--- src/rtl/ps2_rx_fifo.sv ---
`default_nettype none
// ============================================================================
// Module   : ps2_rx_fifo
// Brief    : PS/2 device-to-host frame receiver feeding a FWFT receive FIFO
//            with sticky error flags and a level-based interrupt.
// Revision : 1.0 - initial release
// ============================================================================
module ps2_rx_fifo #(
    parameter int FIFO_DEPTH     = 8,
    parameter int TIMEOUT_CYCLES = 2000,
    parameter int IRQ_THRESH     = 1
) (
    input  logic                          clk,
    input  logic                          rst,
    input  logic                          ps2_clk,
    input  logic                          ps2_data,
    input  logic                          rd_en,
    input  logic                          clear_int,
    output logic [7:0]                    rd_data,
    output logic                          data_rdy,
    output logic                          fifo_full,
    output logic                          valid,
    output logic                          interrupt,
    output logic                          parity_err,
    output logic                          overflow,
    output logic [$clog2(FIFO_DEPTH):0]   level
);

    localparam int c_ADDR_W = $clog2(FIFO_DEPTH);
    localparam int c_TO_W   = $clog2(TIMEOUT_CYCLES + 1);

    localparam logic [c_TO_W-1:0]   c_TO_LAST  = c_TO_W'(TIMEOUT_CYCLES - 1);
    localparam logic [c_ADDR_W:0]   c_FULL_LVL = (c_ADDR_W + 1)'(FIFO_DEPTH);
    localparam logic [c_ADDR_W:0]   c_IRQ_LVL  = (c_ADDR_W + 1)'(IRQ_THRESH);

    typedef enum logic [1:0] {
        ST_IDLE   = 2'd0,
        ST_DATA   = 2'd1,
        ST_PARITY = 2'd2,
        ST_STOP   = 2'd3
    } state_t;

    // ------------------------------------------------------------------
    // Line synchronizers and falling-edge detect on the PS/2 clock
    // ------------------------------------------------------------------
    logic [1:0] r_clk_sync;
    logic [1:0] r_data_sync;
    logic       r_clk_prev;
    logic       w_fall;
    logic       w_bit;

    always_ff @(posedge clk or posedge rst) begin
        if (rst) begin
            r_clk_sync  <= 2'b11;
            r_data_sync <= 2'b11;
            r_clk_prev  <= 1'b1;
        end else begin
            r_clk_sync  <= {r_clk_sync[0], ps2_clk};
            r_data_sync <= {r_data_sync[0], ps2_data};
            r_clk_prev  <= r_clk_sync[1];
        end
    end

    assign w_fall = r_clk_prev & ~r_clk_sync[1];
    assign w_bit  = r_data_sync[1];

    // ------------------------------------------------------------------
    // Frame receiver
    // ------------------------------------------------------------------
    state_t              r_state;
    state_t              w_next_state;
    logic [7:0]          r_shift;
    logic [2:0]          r_bit_cnt;
    logic                r_parity;
    logic [c_TO_W-1:0]   r_to_cnt;
    logic                w_timeout;

    always_ff @(posedge clk or posedge rst) begin
        if (rst) begin
            r_state <= ST_IDLE;
        end else begin
            r_state <= w_next_state;
        end
    end

    always_comb begin
        w_next_state = r_state;
        w_timeout    = 1'b0;
        if ((r_state != ST_IDLE) && !w_fall && (r_to_cnt == c_TO_LAST)) begin
            w_timeout    = 1'b1;
            w_next_state = ST_IDLE;
        end else if (w_fall) begin
            case (r_state)
                ST_IDLE:   if (!w_bit) w_next_state = ST_DATA;
                ST_DATA:   if (r_bit_cnt == 3'd7) w_next_state = ST_PARITY;
                ST_PARITY: w_next_state = ST_STOP;
                ST_STOP:   w_next_state = ST_IDLE;
                default:   w_next_state = ST_IDLE;
            endcase
        end
    end

    always_ff @(posedge clk or posedge rst) begin
        if (rst) begin
            r_shift   <= 8'h00;
            r_bit_cnt <= 3'd0;
            r_parity  <= 1'b0;
            r_to_cnt  <= '0;
        end else begin
            if ((r_state == ST_IDLE) || w_fall || w_timeout) begin
                r_to_cnt <= '0;
            end else begin
                r_to_cnt <= r_to_cnt + c_TO_W'(1);
            end
            if (w_fall) begin
                case (r_state)
                    ST_IDLE:   r_bit_cnt <= 3'd0;
                    ST_DATA: begin
                        r_shift   <= {w_bit, r_shift[7:1]};
                        r_bit_cnt <= r_bit_cnt + 3'd1;
                    end
                    ST_PARITY: r_parity <= w_bit;
                    default:   ;
                endcase
            end
        end
    end

    // The stop-bit edge is judged here, so a good frame lands in the FIFO
    // on the very clk edge that samples the stop bit.
    logic w_frame_end;
    logic w_frame_good;
    logic w_frame_bad;

    assign w_frame_end  = w_fall && (r_state == ST_STOP);
    assign w_frame_good = w_frame_end && w_bit && (^{r_parity, r_shift});
    assign w_frame_bad  = w_frame_end && !w_frame_good;

    // ------------------------------------------------------------------
    // Receive FIFO
    // ------------------------------------------------------------------
    logic [7:0]          r_mem [FIFO_DEPTH];
    logic [c_ADDR_W-1:0] r_wr_ptr;
    logic [c_ADDR_W-1:0] r_rd_ptr;
    logic [c_ADDR_W:0]   r_level;
    logic [c_ADDR_W:0]   w_level_nxt;
    logic                w_full;
    logic                w_pop;
    logic                w_push;
    logic                w_drop;

    assign w_full = (r_level == c_FULL_LVL);
    assign w_pop  = rd_en && (r_level != '0);
    assign w_push = w_frame_good && (!w_full || w_pop);
    assign w_drop = w_frame_good && w_full && !w_pop;

    always_comb begin
        w_level_nxt = r_level;
        if (w_push && !w_pop) begin
            w_level_nxt = r_level + (c_ADDR_W + 1)'(1);
        end else if (!w_push && w_pop) begin
            w_level_nxt = r_level - (c_ADDR_W + 1)'(1);
        end
    end

    always_ff @(posedge clk) begin
        if (w_push) begin
            r_mem[r_wr_ptr] <= r_shift;
        end
    end

    always_ff @(posedge clk or posedge rst) begin
        if (rst) begin
            r_wr_ptr <= '0;
            r_rd_ptr <= '0;
            r_level  <= '0;
        end else begin
            if (w_push) r_wr_ptr <= r_wr_ptr + c_ADDR_W'(1);
            if (w_pop)  r_rd_ptr <= r_rd_ptr + c_ADDR_W'(1);
            r_level <= w_level_nxt;
        end
    end

    // ------------------------------------------------------------------
    // Status flags; a set event outranks a same-cycle clear
    // ------------------------------------------------------------------
    logic r_valid;
    logic r_irq;
    logic r_perr;
    logic r_ovf;
    logic w_irq_set;

    assign w_irq_set = (w_push && (w_level_nxt >= c_IRQ_LVL)) || w_frame_bad || w_drop;

    always_ff @(posedge clk or posedge rst) begin
        if (rst) begin
            r_valid <= 1'b0;
            r_irq   <= 1'b0;
            r_perr  <= 1'b0;
            r_ovf   <= 1'b0;
        end else begin
            r_valid <= w_push;
            if (w_irq_set)        r_irq  <= 1'b1;
            else if (clear_int)   r_irq  <= 1'b0;
            if (w_frame_bad)      r_perr <= 1'b1;
            else if (clear_int)   r_perr <= 1'b0;
            if (w_drop)           r_ovf  <= 1'b1;
            else if (clear_int)   r_ovf  <= 1'b0;
        end
    end

    assign data_rdy   = (r_level != '0);
    assign fifo_full  = w_full;
    assign rd_data    = data_rdy ? r_mem[r_rd_ptr] : 8'h00;
    assign level      = r_level;
    assign valid      = r_valid;
    assign interrupt  = r_irq;
    assign parity_err = r_perr;
    assign overflow   = r_ovf;

endmodule
`default_nettype wire

--- config.mk ---
export PLATFORM = sky130hd
export DESIGN_NAME = ps2_rx_fifo
export DESIGN_NICKNAME = d
export VERILOG_FILES = /design/src/rtl/ps2_rx_fifo.sv
export SDC_FILE = /design/constraint.sdc
export NUM_CORES = 1
export LEC_CHECK = 0
export ABC_AREA = 0
export ABC_CLOCK_PERIOD_IN_PS = 3400
export CORE_UTILIZATION = 30
export CTS_CLUSTER_SIZE = 10
export DETAILED_ROUTE_END_ITERATION = 12
export PLACE_DENSITY = 0.54
export SETUP_SLACK_MARGIN = 0.05
export SLEW_MARGIN = 30
export SYNTH_ARGS = -nofsm -noshare
export SYNTH_HDL_FRONTEND = slang
export SYNTH_SLANG_ARGS = --single-unit
export TNS_END_PERCENT = 1
--- constraint.sdc ---
create_clock -name clk -period 3.4 [get_ports clk]
set_clock_uncertainty 0.15 [all_clocks]
set_input_delay 1.02 -clock clk [delete_from_list [all_inputs] [get_ports clk]]
set_output_delay 1.02 -clock clk [all_outputs]
set_load 0.05 [all_outputs]
# Yosys cells after proc, flatten, opt, wreduce, memory -nomap -nowiden
# Memory sizes are Yosys's and may differ from the RTL's.
# Index checks and enable logic that the tools add are counted.
[word_totals]
latchBits = 0
in_bits = 6
memories = 1
rom_bits = 0
mem_bits_rw = 64
word_cells = 86
reg_bits = 44
out_inout_bits = 18
[memory_table]
columns = ["memory", "words", "width", "rd", "rd_ports_with_merged_regs", "wr", "line", "rtl"]
rows = [
  ["r_mem", 8, 8, 1, 0, 1, "142", "logic [7:0] r_mem [FIFO_DEPTH];"],
]
[op_classes]
mul = 0
n_lt_le_gt_ge = 1
bitwise_logic = 2
mux = 17
eq_ne = 8
shift = 0
add_sub_neg = 6
reduce_logical = 36
n_div = 0
[ops]
columns = ["cell", "n"]
rows = [
  ["$logic_and A1 B1 Y1", 13],
  ["$reduce_bool A2 Y1", 6],
  ["$add A11 B1 Y11 const B", 1],
  ["$eq A11 B11 Y1 const B", 1],
  ["$mux W11", 1],
  ["$add A3 B1 Y3 const B", 3],
  ["$reduce_xor A9 Y1", 1],
  ["$mux W2", 4],
  ["$mux W4", 2],
  ["$mux W8", 1],
  ["$pmux W2 S4", 1],
  ["$mux W1", 7],
  ["$ne A3 B3 Y1 const B", 2],
  ["$pmux W3 S2", 1],
  ["$reduce_and A2 Y1", 3],
  ["$logic_not A1 Y1", 5],
  ["$logic_or A1 B1 Y1", 5],
  ["$add A4 B1 Y4 const B", 1],
  ["$eq A2 B2 Y1 const B", 2],
  ["$eq A4 B4 Y1 const B", 1],
  ["$ge A4 B1 Y1 const B", 1],
  ["$reduce_bool A4 Y1", 1],
  ["$sub A4 B1 Y4 const B", 1],
  ["$eq A3 B3 Y1 const B", 1],
  ["5 further kinds", 5],
]

# Depth between registers and ports, before layout
# Gate-level depths: netlist of run 1.
[logic_depth]
ltp_word = 15
depth_mapped = 12
ltp_nobuf = 11

# Worst setup path before layout of run 1
# Ideal clock, no wire load.
[synth_path]
path_type = "register to output"
from = "register r_rd_ptr[0]"
to = "output rd_data[6]"
path_buffers = 2
t_arrival_ns = 2.090
setup_slack_ns = 0.140
path_stages_with_launch = 6
cell_sequence = "dfrtp_1 clkbuf_1 buf_2 mux4_2 mux2i_1 nor2_1"
[synth_via]
elab_chain_len = 2
[synth_lines]
columns = ["item", "line", "rtl"]
rows = [
  ["start: declaration", "144", "logic [c_ADDR_W-1:0] r_rd_ptr;"],
  ["start signal: assignment", "179", "if (w_pop) r_rd_ptr <= r_rd_ptr + c_ADDR_W'(1);"],
  ["$mem_v2 Z8 W8", "-", ""],
  ["$mux W8", "214", "assign rd_data = data_rdy ? r_mem[r_rd_ptr] : 8'h00;"],
  ["end: declaration", "19", "output logic [7:0] rd_data,"],
]
# No other way between the ends.

# Worst setup path in the final report of run 1
# Same ends and word-level chain as after synthesis.

==> results of run 1 <==
[synth_stat cells (2+ instances only)]
| library cell | instances |
|---|---|
| o21ai_0 | 8 |
| nor3_1 | 4 |
| nand3b_1 | 3 |
| edfxtp_1 | 64 |
| a32o_1 | 2 |
| buf_1 | 2 |
| mux4_2 | 16 |
| dfrtp_1 | 39 |
| and3_1 | 5 |
| o22ai_1 | 5 |
| nand2b_1 | 4 |
| nand3_1 | 6 |
| inv_1 | 13 |
| xnor3_1 | 2 |
| clkbuf_1 | 5 |
| ha_1 | 11 |
| mux2i_1 | 9 |
| nand2_1 | 20 |
| nor2b_1 | 2 |
| a2111oi_2 | 2 |
| nor2_1 | 28 |
| xor2_1 | 7 |
| dfstp_2 | 5 |
| xnor2_1 | 12 |
| mux2_2 | 10 |
[sequential cells by signal, indices dropped and copies added, names as in the netlist]
| signal | count |
|---|---|
| interrupt | 1 |
| r_parity | 1 |
| r_mem | 64 |
| r_shift | 8 |
| overflow | 1 |
| r_bit_cnt | 3 |
| level | 4 |
| r_to_cnt | 11 |
| r_clk_sync | 2 |
| r_clk_prev | 1 |
| parity_err | 1 |
| r_rd_ptr | 3 |
| r_wr_ptr | 3 |
| r_state | 2 |
| valid | 1 |
| r_data_sync | 2 |
[layout make-up]
| cell class | instances | area [um2] |
|---|---|---|
| fillers | 1452 | 9710 |
| multi-input cells | 171 | 1510 |
| clock inverters | 6 | 48.8 |
| well taps | 188 | 235 |
| flip-flops and latches | 108 | 3030 |
| repair buffers | 38 | 335 |
| clock buffers | 9 | 225 |
| inverters | 14 | 52.6 |
[metrics by stage]
stage | cell area [um2] | setup WS (ns)
final | 5440 | 0.256
after global routing | 5440 | 0.106
after CTS | 5440 | 0.0834
after detailed placement | 5160 | 0.159
after global placement | 5160 | 0.223
after floorplan | 4630 | 0.140
[critical path: cells and delay by family, from the launching register on]
kind / cells / cell delay [ns]
muxes: 2 / 0.73
and+or+nand+nor: 1 / 0.06
buffers and inverters: 2 / 0.40
DFF: 1 / 0.44
[routing by layer]
layer / vias up / GRT usage, % / part of all wire (%) / wire length, um
met1: 1222 / 14.3 / 46 / 3830
met2: 29 / 18.8 / 50 / 4100
met5: - / 0 / 0 / 0
li1: 1185 / - / - / -
met3: 8 / 3.14 / 2.8 / 234
met4: 0 / 3.61 / 0.97 / 80
[cell usage in the layout, fill, tap and decap left out, types with 7 or more instances in the layout]
cell             count
mux2_2              10
clkdlybuf4s50_1     13
buf_4               23
clkbuf_16            9
o21ai_0              8
mux4_2              16
xnor2_1             12
xor2_1               7
ha_1                11
inv_1               12
mux2i_1              9
dfrtp_1             39
edfxtp_1            64
nor2_1              28
nand2_1             20
[logic make-up after synthesis]
group / count (synthesis) / synth area share (%)
flip-flops: 108 / 65.5
AO/OA/AOI/OAI: 23 / 3.87
AND/OR/NAND/NOR: 79 / 8.11
multiplexers: 36 / 12.7
adder cells (fa/ha/maj): 11 / 2.98
XOR/XNOR: 22 / 5.09
buffers and inverters: 22 / 1.81
[power by group through the flow]
| stage | Combinational [W] | Sequential [W] | Clock (W) |
|---|---|---|---|
| 6_report | 0.00161 | 0.00181 | 0.000971 |
| 3_5_place_dp | 0.00163 | 0.00184 | 0 |
| 2_1_floorplan | 0.00117 | 0.00184 | 0 |
| 5_1_grt | 0.00174 | 0.00184 | 0.00105 |
| 3_3_place_gp | 0.00163 | 0.00183 | 0 |
| 4_1_cts | 0.00164 | 0.00182 | 0.00101 |
[how the worst min path moves through the flow]
stage	startpoint	end	cells after the start
after CTS	r_data_sync[0]	r_data_sync[1]	0
after detailed placement	r_data_sync[0]	r_data_sync[1]	0
after floorplan	r_clk_sync[0]	r_clk_sync[1]	0
final	r_data_sync[0]	r_data_sync[1]	0
after global routing	r_data_sync[0]	r_data_sync[1]	0
after global placement	r_data_sync[0]	r_data_sync[1]	0
==> run metrics, run 1 <==
status finished clean; Critical Path RT about 2.2 ns; starting density of the core a little under a third; switching share of power a little over a third; Int Power 0.00279 W; reg2reg path depth 8; initial antenna violation count 0; setup repair bufs after CTS 0; register area share after synthesis around 65%; Synth Cell Area ~4600 um2; Critical Path Sink rd_data[6]; post-detailed-route wirelength per cell ~15 um; Net Sw Power approximately 0.0016 W; CP Capture Type output port; first-pass GRT wire length 13,600 um; Core Rows between 40 and 50; GRT Total Usage 11.3%; die height approximately 130 um; syn_area_per_cell between 15 and 20 um2; CTS max path bufs 2; largest net degree at the start of global routing 35; DRT iter0 DRCs 111; post-layout util between 30 and 40%; NumNets Final ~360; share of layout cells above drive strength 1 22.8%; yosys warns 0; Setup TNS 0 ns; combinational fraction of design power ~37%; IO buf count 23; max cap viols 0; die width around 130 um; Num CTS Buffers 9; max incr delay on CP between 0.5 and 0.6 ns; RSZ-0062 raised after global routing no; final setup vio count 0; post-CTS resize count 0; Area Overhead vs Synth 17.6%; worst skew pair latency approximately 0.34 ns; Worst slew margin 50.0%; crit path launch r_rd_ptr[0]; root buffer cell clkbuf_16; CP max stage cell mux4_2; Worst Hold Margin 0.206 ns; RR Startpoint r_shift[2]; Static Leakage around 2.1 nW; Mapped Nets around 320; crit start category flop; post-DP HPWL roughly 5400 um; period utilisation layout roughly 92%; Least-Margin Pin Slew 0.749 ns; drt total wl 8250 um; Worst R2R End r_mem[1][3]; drt first pass iters 4; dpl cells ~520; clock share of power 22.1%; Post-DRT Antenna Nets 0; Power Total ~0.0044 W; Non-Filler Instances around 530; Top FF cell, synth edfxtp_1; CTS Hold Bufs 0; CTS tree built; die area 15,900 um2; Cells after Synth around 300; #FFs+latches synth ~110; # H-tree levels 3; dominant cell type by area after synthesis edfxtp_1; Synth top area share about two fifths; vias per cell about 4.6; reg2reg setup slack between 0.5 and 0.6 ns; Highest Clock Rate 318 MHz; number of unique standard cell types used by synthesis 42; worst hold path class flop to flop; Peak VDD IR around 0.44 mV; Pwr Density ~800 nW/um2; crit-path cells buf_12, mux4_2, mux2i_1, nor2_1, buf_4; post-route DRC violation count 0; Vias 2,444; I/O pins 24; vias in the first global route 2,577; crit path kind flop to output port; Clock Pin Slew Worst Setup and Hold Paths ~0.070 ns; main area contributors after synthesis edfxtp_1, dfrtp_1, mux4_2; Final min period 3.14 ns; core box area about 15,000 um2; number of flops mapped to enable cells by yosys 64; final-report max-slew violation count 0; GRT overflow 0; antenna cell count 0; GP Congestion about 0.75; Synth async-reset ratio 40.7%; Flop pwr share between 40% and 50%; CTS sink count roughly 110; CP max FO 16; final hold violations 0; Worst EP arrival between 1.5 and 2 ns
(Power assumes the default switching activity.)
==> run 2: changes to the inputs <==
--- a/config.mk
+++ b/config.mk
@@ -7,10 +7,10 @@
 export LEC_CHECK = 0
 export ABC_AREA = 0
 export ABC_CLOCK_PERIOD_IN_PS = 3400
-export CORE_UTILIZATION = 30
+export CORE_UTILIZATION = 59
 export CTS_CLUSTER_SIZE = 10
 export DETAILED_ROUTE_END_ITERATION = 12
-export PLACE_DENSITY = 0.54
+export PLACE_DENSITY = 0.87
 export SETUP_SLACK_MARGIN = 0.05
 export SLEW_MARGIN = 30
 export SYNTH_ARGS = -nofsm -noshare
==> run metrics, run 2 (synthesized netlist as in run 1, its figures left out) <==
status finished clean; Pwr Density 795 nW/um2 (-1.4%); post-route DRC violation count 0 (unchanged); Worst slew margin 46.9% (-3.1 points); Final min period 3.17 ns (+0.0294 ns); CP Capture Type output port; Hold EP r_data_sync[1]; worst hold path class flop to flop; vias in the first global route 2,761 (+7.1%); CTS max path bufs 2 (unchanged); die height 90.5 um (-28%); crit-path cells buf_6, mux4_2, mux2i_1, nor2_1, buf_4; final hold violations 0 (unchanged); final setup vio count 0 (unchanged); met3 WL post-DR 291 um (+24%); Non-Filler Instances 446 (-16%); GRT Total Usage 22.3% (+11 points); initial antenna violation count 0 (unchanged); Crit path buffers/inverters 2 (unchanged); vias per cell 5.65 (+23%); max cap viols 0 (unchanged); Worst R2R End r_mem[5][2]; reg2reg path depth 7 (-1); top flop regs r_mem (64), r_to_cnt (11), r_shift (8); Core Rows 31 (-31%); largest net degree at the start of global routing 27 (-23%); worst skew pair latency 0.37 ns (+0.03 ns); CTS sink count 108 (unchanged); crit path kind flop to output port; hold path depth 0 (unchanged); NumNets Final 359 (unchanged); period utilisation layout 93.3% (+0.86 points); Highest Clock Rate 315 MHz (-0.93%); met2 wire len 4390 um (+6.9%); root buffer cell clkbuf_8; final-report max-slew violation count 0 (unchanged); post-detailed-route wirelength per cell 18.1 um (+17%); crit start category flop; Area Overhead vs Synth 13.1%; hold wc startpoint r_data_sync[0]; Setup TNS 0 ns (unchanged); max reg flops 64 (unchanged); Num CTS Buffers 9 (unchanged); Most flops, register r_mem; antenna cell count 0 (unchanged); RR Startpoint r_shift[6]; commonest non-fill, non-tap cell in the layout edfxtp_1; reg2reg setup slack 0.43 ns (-0.16 ns); Post-DRT Antenna Nets 0 (unchanged); I/O pins 24 (unchanged); fill cell count 470 (-68%); post-DP HPWL 5870 um (+8.3%); commonest cells after routing, fill and taps aside edfxtp_1, dfrtp_1, nor2_1, buf_4, nand2_1; # H-tree levels 3 (unchanged); setup repair bufs after CTS 0 (unchanged); share of layout cells above drive strength 1 23.3% (+0.51 points); Clock Pin Slew Worst Setup and Hold Paths 0.10 ns (+0.03 ns); GP Congestion 0.783 (+4.2%); Power Total 0.00416 W (-5.2%); Post-Place Setup Slack 0.114 ns (-0.0447 ns); CTS tree built; Top delay family on crit path multiplexers; dpl cells 430 (-17%); Worst EP arrival 2.00 ns (+0.03 ns); CP max FO 18 (+2); starting density of the core 62.4% (+32 points); Least-Margin Pin Slew 0.794 ns (+0.0450 ns); drt total wl 8090 um (-1.9%); Vias 2,520 (+3.1%); DRT iter0 DRCs 154 (+39%); Static Leakage 2.05 nW (-1.9%); die width 90.5 um (-28%); Critical Path RT 2.23 ns (about the same); core box area 7410 um2 (-51%); first-pass GRT wire length 13,500 um (-0.31%); drt first pass iters 4 (unchanged); Peak VDD IR 0.445 mV (+1.5%); RSZ-0062 raised after global routing no; M1 WL 3290 um (-14%); top sig layer met4; final worst slack 0.226 ns (-0.0294 ns); IO buf count 23 (unchanged); die area 8200 um2 (-49%); GRT overflow 0 (unchanged); CP max stage cell mux4_2; max incr delay on CP 0.56 ns (+0.04 ns)
[run 2: cell count changes in the layout (fill, tap and decap cells not counted), sizes merged]
cell,before,now
clkinvlp,2,0
dlygate4sd2,0,1
clkinv,2,4
dlymetal6s2s,1,0
inv,16,17
[run 2: power breakdown]
group	internal, W	switching, W	total, W
clock network	0.000284	0.000451	0.000735
registers	0.00159	0.000237	0.00182
logic	0.000698	0.000905	0.00160
[run 2: how the worst max path moves through the flow]
stage / start / endpoint / slack [ns] / depth (start not counted)
3_5_place_dp: rd_en / interrupt / 0.11 / 7
5_1_grt: r_rd_ptr[0] / rd_data[3] / 0.1 / 5
6_report: r_rd_ptr[0] / rd_data[3] / 0.23 / 5
2_1_floorplan: r_rd_ptr[0] / rd_data[6] / 0.14 / 5
3_3_place_gp: rd_en / interrupt / 0.21 / 7
4_1_cts: r_rd_ptr[1] / rd_data[3] / 0.1 / 4
[run 2: cell type report]
class                   instances  area [um2]  area share, %
flip-flops and latches        108        3030           57.9
inverters                      14        52.6           1.00
clock buffers                   9         124           2.37
repair buffers                 38         323           6.17
well taps                      99         124           2.37
clock inverters                 7        66.3           1.27
multi-input cells             171        1510           28.9
[run 2: worst reg2reg max path: stages (launching register included)]
cell	delay, ns
dfrtp_1	0.52
xnor2_1	0.26
xnor3_1	0.41
mux2_2	0.34
o21ai_2	0.09
inv_1	0.08
nand2_1	0.11
nor2_1	0.65
[run 2: timing repair]
action	in CTS	in global routing
setup endpoints to repair	1	2
hold buffers	0	0
gates resized for setup	1	2
pin swaps	0	0
[run 2: per-stage QoR]
stage | area [um2] | utilization, % | hold WS, ns
2_1_floorplan | 4630 | - | 0.195
3_3_place_gp | 5040 | 68.0 | 0.196
3_5_place_dp | 5040 | 68.0 | 0.198
4_1_cts | 5230 | 70.6 | 0.213
5_1_grt | 5230 | 70.6 | 0.212
6_report | 5230 | 70.6 | 0.211
[run 2: layer usage]
metal,up-vias,track usage (%)
met5,-,0
met4,0,9.14
met3,11,4.38
met2,56,39.7
met1,1265,26.4
li1,1188,-
